==> src/rtl/gmii_rx_frame_parser.sv <==
// GMII receive parser: strips preamble/SFD, checks length and CRC-32, drops the FCS
// and streams frame bytes out with sof/eof/err markers plus saturating frame counters.
module gmii_rx_frame_parser #(
  parameter int MIN_LEN = 64,
  parameter int MAX_LEN = 1518,
  parameter int CNT_W   = 16
) (
  input  logic             clk,
  input  logic             rst_n,
  input  logic [7:0]       gmii_rxd,
  input  logic             gmii_rx_dv,
  input  logic             gmii_rx_er,
  output logic [7:0]       o_data,
  output logic             o_valid,
  output logic             o_sof,
  output logic             o_eof,
  output logic             o_err,
  output logic             o_crc_ok,
  output logic [CNT_W-1:0] good_cnt,
  output logic [CNT_W-1:0] bad_cnt
);

  localparam int LEN_W = $clog2(MAX_LEN + 2);
  localparam logic [LEN_W-1:0] LEN_MIN = LEN_W'(MIN_LEN);
  localparam logic [LEN_W-1:0] LEN_MAX = LEN_W'(MAX_LEN);
  localparam logic [LEN_W-1:0] LEN_SAT = LEN_W'(MAX_LEN + 1);
  localparam logic [31:0] CRC_INIT    = 32'hFFFF_FFFF;
  localparam logic [31:0] CRC_RESIDUE = 32'hDEBB_20E3;
  localparam logic [31:0] CRC_POLY_R  = 32'hEDB8_8320;

  typedef enum logic [1:0] {IDLE, PRE, DATA, DROP} state_t;

  function automatic logic [31:0] crc_byte(input logic [31:0] c, input logic [7:0] d);
    logic [31:0] r;
    r = c ^ {24'h0, d};
    for (int i = 0; i < 8; i++) begin
      r = r[0] ? ((r >> 1) ^ CRC_POLY_R) : (r >> 1);
    end
    return r;
  endfunction

  function automatic logic [CNT_W-1:0] sat_inc(input logic [CNT_W-1:0] v);
    return (&v) ? v : v + 1'b1;
  endfunction

  state_t           state_q;
  logic [7:0]       buf_q [5];
  logic [2:0]       fill_q;
  logic [31:0]      crc_q;
  logic [31:0]      crc_d;
  logic [LEN_W-1:0] len_q;
  logic             rxer_q;
  logic             emitted_q;
  logic             inc_good_q;
  logic             inc_bad_q;
  logic             crc_ok_d;
  logic             err_d;

  always_comb begin
    crc_d    = crc_byte(crc_q, gmii_rxd);
    crc_ok_d = (crc_q == CRC_RESIDUE);
    err_d    = !crc_ok_d || (len_q < LEN_MIN) || (len_q > LEN_MAX) || rxer_q;
  end

  // Delay line holding the last 5 bytes; the 4 youngest at end of frame are the FCS.
  always_ff @(posedge clk) begin
    if (state_q == DATA && gmii_rx_dv) begin
      buf_q[0] <= gmii_rxd;
      for (int i = 1; i < 5; i++) begin
        buf_q[i] <= buf_q[i-1];
      end
    end
  end

  always_ff @(posedge clk or negedge rst_n) begin
    if (!rst_n) begin
      state_q    <= IDLE;
      fill_q     <= '0;
      crc_q      <= CRC_INIT;
      len_q      <= '0;
      rxer_q     <= 1'b0;
      emitted_q  <= 1'b0;
      inc_good_q <= 1'b0;
      inc_bad_q  <= 1'b0;
      o_data     <= '0;
      o_valid    <= 1'b0;
      o_sof      <= 1'b0;
      o_eof      <= 1'b0;
      o_err      <= 1'b0;
      o_crc_ok   <= 1'b0;
      good_cnt   <= '0;
      bad_cnt    <= '0;
    end else begin
      o_valid    <= 1'b0;
      o_sof      <= 1'b0;
      o_eof      <= 1'b0;
      o_err      <= 1'b0;
      o_crc_ok   <= 1'b0;
      inc_good_q <= 1'b0;
      inc_bad_q  <= 1'b0;
      if (inc_good_q) good_cnt <= sat_inc(good_cnt);
      if (inc_bad_q)  bad_cnt  <= sat_inc(bad_cnt);

      case (state_q)
        IDLE: begin
          if (gmii_rx_dv) state_q <= (gmii_rxd == 8'h55) ? PRE : DROP;
        end
        PRE: begin
          if (!gmii_rx_dv) begin
            state_q <= IDLE;
          end else if (gmii_rxd == 8'hD5) begin
            state_q   <= DATA;
            crc_q     <= CRC_INIT;
            len_q     <= '0;
            fill_q    <= '0;
            rxer_q    <= 1'b0;
            emitted_q <= 1'b0;
          end else if (gmii_rxd != 8'h55) begin
            state_q <= DROP;
          end
        end
        DATA: begin
          if (gmii_rx_dv) begin
            crc_q <= crc_d;
            len_q <= (len_q == LEN_SAT) ? len_q : len_q + 1'b1;
            if (gmii_rx_er) rxer_q <= 1'b1;
            if (fill_q == 3'd5) begin
              o_data    <= buf_q[4];
              o_valid   <= 1'b1;
              o_sof     <= !emitted_q;
              emitted_q <= 1'b1;
            end else begin
              fill_q <= fill_q + 3'd1;
            end
          end else begin
            // End of frame: the oldest buffered byte is the last non-FCS byte.
            state_q  <= IDLE;
            o_valid  <= 1'b1;
            o_eof    <= 1'b1;
            o_crc_ok <= crc_ok_d;
            if (fill_q == 3'd5) begin
              o_data     <= buf_q[4];
              o_sof      <= !emitted_q;
              o_err      <= err_d;
              inc_good_q <= !err_d;
              inc_bad_q  <= err_d;
            end else begin
              o_data    <= '0;
              o_sof     <= 1'b1;
              o_err     <= 1'b1;
              inc_bad_q <= 1'b1;
            end
          end
        end
        DROP: begin
          if (!gmii_rx_dv) state_q <= IDLE;
        end
        default: state_q <= IDLE;
      endcase
    end
  end

endmodule

==> config.mk <==
export PLATFORM = sky130hd
export DESIGN_NAME = gmii_rx_frame_parser
export DESIGN_NICKNAME = d
export VERILOG_FILES = /design/src/rtl/gmii_rx_frame_parser.sv
export SDC_FILE = /design/constraint.sdc
export NUM_CORES = 1
export LEC_CHECK = 0
export ABC_CLOCK_PERIOD_IN_PS = 3700
export CAP_MARGIN = 30
export CORE_MARGIN = 5
export CORE_UTILIZATION = 57
export CTS_CLUSTER_SIZE = 12
export DETAILED_ROUTE_END_ITERATION = 16
export PLACE_DENSITY = 0.79
export SLEW_MARGIN = 20
export SYNTH_ARGS = -nofsm -noshare
export SYNTH_HDL_FRONTEND = slang
export SYNTH_SLANG_ARGS = --single-unit
==> constraint.sdc <==
create_clock -name clk -period 3.7 [get_ports clk]
set_input_delay 0.37 -clock clk [delete_from_list [all_inputs] [get_ports clk]]
set_output_delay 0.37 -clock clk [all_outputs]
set_load 0.01 [all_outputs]
After elaboration in Yosys (flattened, before gate mapping)
Memories as Yosys holds them, arrays and structs flattened.
Index checks and enable logic that the tools add are counted.
- register bits: 96
- bits in writable memories: 40
- input port bits: 12
- output and inout bits: 45
- logic and storage cells: 133
- memories: 1
- $add $sub $neg: 4
- order comparisons: 2
- equal/unequal tests: 20
- muxes and demuxes: 59
- bitwise operators: 11
- reductions and logical operators: 21
- memory list (name ; depth ; bits a word ; read ports ; clocked after Yosys merged registers in ; wr ports ; line ; RTL):
    buf_q ; 5 ; 8 ; 5 ; 0 ; 5 ; 47 ; logic [7:0] buf_q [5];
- operators with widths (kind ; number):
    two-way mux 32 bit ; 11
    NOT 13 -> 14 bit ; 8
    one-hot mux 32 bit (2 select lines) ; 1
    two-way mux 11 bit ; 4
    adder 16 x 1 -> 16 bit (second input constant) ; 2
    == test 32 bit (second input constant) ; 1
    AND reduction 16 bit ; 2
    bitwise XOR 32 x 8 -> 32 bit ; 1
    two-way mux 1 bit ; 25
    two-way mux 8 bit ; 3
    one-hot mux 11 bit (2 select lines) ; 1
    AND reduction 5 bit ; 4
    != test 2 bit (second input constant) ; 8
    two-way mux 2 bit ; 6
    two-way mux 3 bit ; 4
    adder 11 x 1 -> 11 bit (second input constant) ; 1
    == test 11 bit (second input constant) ; 1
    > comparator 11 bit (second input constant) ; 1
    less-than comparator 11 x 7 -> 1 bit (second input constant) ; 1
    == test 8 x 7 -> 1 bit (second input constant) ; 1
    == test 8 bit (second input constant) ; 1
    != test 8 x 7 -> 1 bit (second input constant) ; 1
    one-hot mux 2 bit (3 select lines) ; 1
    one-hot mux 3 bit (2 select lines) ; 1
    other kinds (17) ; 27

Logic depth before layout (Yosys ltp)
Gate-level depths: netlist of run 1.
- depth after elaboration: 19
- gate-level depth with buffers: 8

Worst setup path before layout of run 1
Ideal clock, no wire load.
- path type: register -> register
- start point: reg state_q[0]
- end point: mem buf_q[0][0] (enable)
- setup time: 420 ps
- data arrival time: 2284 ps
- required time: 3280 ps
- setup slack: 996 ps
- cell stages (with the launch flop): 6
- path buffers: 2
- clock period less this slack: 2704 ps
- path through: dfrtp_1 -> nor2b_1 -> clkbuf_1 -> nand2_1 -> clkinv_1 -> clkbuf_1
- RTL lines (element ; line ; RTL):
    from (decl) ; 46 ; state_t state_q;
    from (signal assigned) ; 106 ; if (gmii_rx_dv) state_q <= (gmii_rxd == 8'h55) ? PRE : DROP;
    to (decl) ; 47 ;

==> key figures, run 1 <==
Timing
  – Setup ws final: 1280 ps
  – Final min period: 2420 ps
  – # setup viols final: 0
  – Fin crit share: 0.655
  – Slew Limit Fails: 0
  – Final Skew: 9.26 ps
  – Final Hold Viols: 0
  – RSZ-0062 raised after global routing: no
  – Max frequency: 0.412 GHz
  – Worst slew pin tran: 943 ps
  – Final setup TNS: 0 ps
  – Slew headroom: 0.369

Setup path
  – Arr. time, crit path: 2640 ps
  – Top delay family on crit path: simple AND/OR/NAND/NOR gates
  – WS Path Type: reg2reg
  – Crit path depth: 4
  – Critical path peak fanout: 19
  – Critical path startpoint category: flop
  – CP max-delay cell: nor2b_1
  – R2R cell count: 4
  – Crit end category: flop
  – Required time of the critical path: 3920 ps
  – Critical-path cell list: nor2b_1 > nand2_1 > clkinv_1 > buf_4
  – CP max stage delay: 510 ps
  – Worst path bufs/invs: 2

Yosys
  – Synthesized area per cell: 12.5 sq um
  – Syn Inst Count: 486
  – Largest area contributor in the netlist: dfrtp_1
  – EDFF count, synth: 40
  – Multiplexer share of the synthesized area: 0.00555
  – Netlist cell types: 48
  – Area share of xor/xnor cells in the synthesized design: 0.176
  – Synth Flop Type: dfrtp_1
  – Ys async rst share: 0.706
  – Post-synthesis adder-cell area fraction: 0.0103
  – Simple-Gate Fraction of Synth Area: 0.124
  – Yosys top cell area share: 0.263
  – Register bit total from synthesis: 136
  – Syn_nets: 503
  – Sequential fraction of the synthesis area: 0.599
  – Warnings from Yosys: 0
  – Largest family of logic cells by synthesized area: XOR/XNOR gates
  – Top cells by area, synth: dfrtp_1 (26%), edfxtp_1 (20%), dfstp_2 (14%), xnor2_1 (8.5%), xor2_1 (5.3%)
  – Compound-Gate Fraction of Synth Area: 0.0721
  – Post-Synthesis Cell Area: 6090 sq um

Placement
  – Post-Place Worst Slack: 945 ps
  – PortBufs: 56
  – Dpl hpwl: 8.32 mm
  – Final GP Congestion: 0.875

Floorplan
  – Die ar.: 12800 sq um
  – Die height: 113 um
  – Row cnt: 37
  – Core area: 10400 sq um
  – I/O pin cnt: 57
  – Die W: 113 um
  – Initial Utilization: 0.587

Power
  – Total power: 6040 uW
  – Max IR drop VDD: 0.621 mV
  – PwrDens: 815 nW/um^2
  – Leak: 0.00299 uW

Clocking
  – Clock Sinks: 136
  – H-tree levels: 4
  – Clock root cell: clkbuf_8
  – TritonCTS Buffers: 17
  – Maximum buffer depth of the clock tree: 2
  – Clock Pin Slew Worst Setup and Hold Paths: 60 ps
  – Worst-skew pair later-pin latency: 530 ps
  – CTS tree: built
  – Post-CTS resize count: 0

Drt
  – Drt first pass iters: 4
  – Antenna viol nets, final: 0
  – WL final: 12.5 mm
  – Drt drc: 0
  – Vias per inst: 5.66
  – Vias: 3989
  – WL/cell: 17.7 um
  – DR iter-0 viols: 295

Global routing
  – Largest net degree at the start of global routing: 78
  – Wire length of the first global-routing pass: 20.7 mm
  – Initial antenna violation count: 0
  – All-Layer GR Usage: 0.209
  – Gr ovfl total: 0
  – Vias in the first global route: 4157

Final layout
  – Commonest non-fill, non-tap cell in the layout: dfrtp_1
  – Fin util: 0.715
  – Synthesis-to-finish area growth: 21.9%
  – Layout cells sized above 1: 0.146
  – Most frequent cells in the layout: dfrtp_1 (64), xnor2_1 (59), clkdlybuf4s50_1 (55)
  – Nets@finish: 573
  – # diodes: 0

Min path
  – Worst hold path type: in2async

Run status
  – Status: completed

Flow run
  – Max cap viols: 0
==> what timing repair did <==
item                      CTS  global route
buffers inserted            0             0
hold endpoints to repair    0            40
hold buffers                0             1
==> report_power, final <==
group	total, uW	switching (uW)	internal (uW)
registers	2240	284	1950
logic	2200	1100	1090
clock network	1610	652	959
==> path summary, 6_finish.rpt <==
path	from	slack, ps	to
max	state_q[0]$_DFFE_PN0P_	1280	buf_q[0][34]$_DFFE_PP_
min	rst_n	360	o_data[2]$_DFFE_PN0P_
max reg2reg	state_q[0]$_DFFE_PN0P_	1280	buf_q[0][34]$_DFFE_PP_
min reg2reg	buf_q[0][31]$_DFFE_PP_	420	buf_q[0][39]$_DFFE_PP_
max in group asynchronous	rst_n	2370	crc_q[10]$_DFFE_PN1P_
min in group clk	buf_q[0][31]$_DFFE_PP_	420	buf_q[0][39]$_DFFE_PP_
==> state kept, by name (all words and copies together) (netlist names), 2 cells and up <==
signal	count
o_data	8
good_cnt	16
fill_q	3
buf_q	40
len_q	11
bad_cnt	16
state_q	2
crc_q	32
==> cell type report <==
cell class,instances,area [sq um]
Inverter,7,26.3
Timing Repair Buffer,65,649
Fill cell,699,2950
Sequential cell,136,3640
Tap cell,136,170
Multi-Input combinational cell,329,2360
Clock buffer,17,414
Clock inverter,15,150
==> per-layer routing <==
layer,wire length (um),vias to the layer above,global-route usage,share of wire
met1,5110,1992,0.254,0.41
met2,6390,113,0.347,0.51
met4,314,0,0.0938,0.025
li1,-,1855,-,-
met3,658,29,0.0610,0.053
met5,0,-,0,0
==> synthesized netlist by cell type (13+ instances only) <==
cell type / instances
a21oi_1: 18
and3_1: 13
clkbuf_1: 14
dfrtp_1: 64
dfstp_2: 32
edfxtp_1: 40
nand2_1: 30
nand3_1: 17
nand4_1: 14
nor2_1: 49
xnor2_1: 59
xor2_1: 37
==> logic make-up (layout without fill, tap and decap cells) <==
| kind of cell | count (synthesis) | after routing |
|---|---|---|
| xor gates and xnor gates | 107 | 107 |
| buffers and inverters | 21 | 104 |
| AOI/OAI and AO/OA | 64 | 64 |
| and+or+nand+nor | 150 | 150 |
| adders and majority gates | 5 | 5 |
| muxes | 3 | 3 |
| DFF | 136 | 136 |
==> through the flow <==
stage / cell area, sq um / instances / hold slack, ps
2_1_floorplan: 6090 / 486 / 74.4
3_3_place_gp: 6820 / 670 / 401
3_5_place_dp: 6820 / 670 / 405
4_1_cts: 7380 / 702 / 14.3
5_1_grt: 7420 / 705 / 397
6_report: 7420 / 705 / 357
Power figures use the tool's default switching activity.
==> inputs of run 2 (changes only) <==
--- a/config.mk
+++ b/config.mk
@@ -5,7 +5,7 @@
 export SDC_FILE = /design/constraint.sdc
 export NUM_CORES = 1
 export LEC_CHECK = 0
-export ABC_CLOCK_PERIOD_IN_PS = 3700
+export ABC_CLOCK_PERIOD_IN_PS = 2300
 export CAP_MARGIN = 30
 export CORE_MARGIN = 5
 export CORE_UTILIZATION = 57
==> constraint.sdc (replaced) <==
create_clock -name clk -period 2.3 [get_ports clk]
set_input_delay 0.23 -clock clk [delete_from_list [all_inputs] [get_ports clk]]
set_output_delay 0.23 -clock clk [all_outputs]
set_load 0.01 [all_outputs]
==> key figures, run 2 (synthesis results as in run 1) <==
Clocking
  – Maximum buffer depth of the clock tree: 2
  – H-tree levels: 4
  – Worst-skew pair later-pin latency: 530 ps
  – Setup repair bufs after CTS: 0
  – Clock root cell: clkbuf_8
  – Clock Sinks: 136
  – TritonCTS Buffers: 17
  – CTS tree: built
  – Clock Pin Slew Worst Setup and Hold Paths: 60 ps

Setup path
  – CP max-delay cell: dfstp_2
  – CP max stage delay: 600 ps
  – Crit end category: flop
  – Worst path bufs/invs: 1
  – Arr. time, crit path: 2700 ps
  – Worst r2r src: crc_q[7]$_DFFE_PN1P_
  – R2R cell count: 6
  – WS Path Type: reg2reg
  – Required time of the critical path: 2760 ps
  – Critical path startpoint category: flop
  – FF-to-FF setup slack: 60 ps
  – Critical-path cell list: nand4b_1 > or4_1 > nor4_1 > buf_4 > and2_1 > and3_1
  – Critical path peak fanout: 3
  – Worst R2R End: inc_good_q$_DFF_PN0_
  – Crit path depth: 6
  – Top delay family on crit path: simple AND/OR/NAND/NOR gates

Timing
  – # setup viols final: 0
  – Final Skew: 6.05 ps
  – Slew Limit Fails: 0
  – Worst slew pin tran: 663 ps
  – Fin crit share: 0.974
  – Final Hold Viols: 0
  – Final min period: 2240 ps
  – Fin Hold WS: 216 ps
  – Slew headroom: 0.556
  – Max frequency: 0.447 GHz

Global routing
  – Gr ovfl total: 0
  – Wire length of the first global-routing pass: 21.9 mm
  – Vias in the first global route: 4311
  – Initial antenna violation count: 0
  – All-Layer GR Usage: 0.220
  – Largest net degree at the start of global routing: 59

Drt
  – WL/cell: 18.3 um
  – Drt first pass iters: 5
  – Antenna viol nets, final: 0
  – DR iter-0 viols: 330
  – Vias per inst: 5.70
  – WL final: 13.3 mm
  – Drt drc: 0
  – Vias: 4126

Final layout
  – Layout cells sized above 1: 0.167
  – Commonest non-fill, non-tap cell in the layout: dfrtp_1
  – Fillers: 667
  – Synthesis-to-finish area growth: 25.1%
  – Largest Register: buf_q
  – # diodes: 0
  – Most frequent cells in the layout: dfrtp_1 (64), xnor2_1 (59), clkdlybuf4s50_1 (55)
  – Nets@finish: 592
  – Multi-input gate area: 2370 sq um
  – Reg area: 3640 sq um
  – Max reg flops: 40
  – Final std cells w/o fill: 724
  – Largest regs: buf_q x40, crc_q x32

Placement
  – Final GP Congestion: 0.916
  – Placed cells: 691
  – Dpl hpwl: 8.80 mm
  – PortBufs: 56

Floorplan
  – Die height: 113 um
  – Row cnt: 37
  – Core area: 10400 sq um
  – Die W: 113 um
  – I/O pin cnt: 57
  – Initial Utilization: 0.587
  – Die ar.: 12800 sq um

Power
  – Leak: 0.00310 uW
  – Max IR drop VDD: 0.772 mV
  – PwrDens: 1340 nW/um^2

Min path
  – Worst hold path type: in2async

Run status
  – Status: completed

Flow run
  – Max cap viols: 0
## run 2: how the worst max path moves through the flow
stage	start	slack [ps]	to
4_1_cts	crc_q[7]$_DFFE_PN1P_	60	inc_good_q$_DFF_PN0_
2_1_floorplan	state_q[0]$_DFFE_PN0P_	270	buf_q[0][0]$_DFFE_PP_
3_3_place_gp	gmii_rxd[1]	150	crc_q[9]$_DFFE_PN1P_
3_5_place_dp	gmii_rxd[1]	80	fill_q[0]$_DFFE_PN0P_
5_1_grt	bad_cnt[0]$_DFFE_PN0P_	-40	bad_cnt[6]$_DFFE_PN0P_
6_report	crc_q[7]$_DFFE_PN1P_	60	inc_good_q$_DFF_PN0_
## run 2: report_power, final
group	internal (uW)	switching [uW]	leakage [uW]
sequential	3150	456	0.00156
clock	1770	964	0.000282
combinational	1970	1890	0.00125
## run 2: final cells by class
type / instances / area share
clock inverters: 11 / 0.0204
repair buffers: 84 / 0.106
clock buffers: 21 / 0.0577
inverters: 7 / 0.00345
multi-input cells: 329 / 0.311
well taps: 136 / 0.0224
flip-flops and latches: 136 / 0.479
## run 2: stage by stage
| stage | cell area [sq um] | setup WS [ps] | utilization | power [uW] | setup TNS (ps) |
|---|---|---|---|---|---|
| 2_1_floorplan | 6090 | 271 | - | 6280 | 0 |
| 6_report | 7610 | 60.8 | 0.734 | 10200 | 0 |
| 4_1_cts | 7610 | 64.2 | 0.734 | 10200 | 0 |
| 5_1_grt | 7610 | -37.1 | 0.734 | 10700 | -123 |
| 3_5_place_dp | 7000 | 84.8 | 0.675 | 7410 | 0 |
| 3_3_place_gp | 7000 | 146 | 0.675 | 7290 | 0 |
## run 2: timing repair
item	CTS	global route
endpoints found under the hold margin	39	0
setup endpoints to repair	0	1
gates resized for setup	0	1
hold buffers	1	0
## run 2: worst reg2reg max path, stage by stage, from the launching register on
cell and delay (ps):
dfstp_2 600, nand4b_1 130, or4_1 510, nor4_1 410
buf_4 200, and2_1 130, and3_1 180
## run 2: routing by layer
layer / share of wire / global-route usage / vias to the layer above / wire length [um]
li1: - / - / 1896 / -
met1: 0.40 / 0.269 / 2062 / 5360
met2: 0.53 / 0.377 / 142 / 6970
met3: 0.051 / 0.0519 / 26 / 674
met4: 0.019 / 0.0881 / 0 / 246
met5: 0 / 0 / - / 0
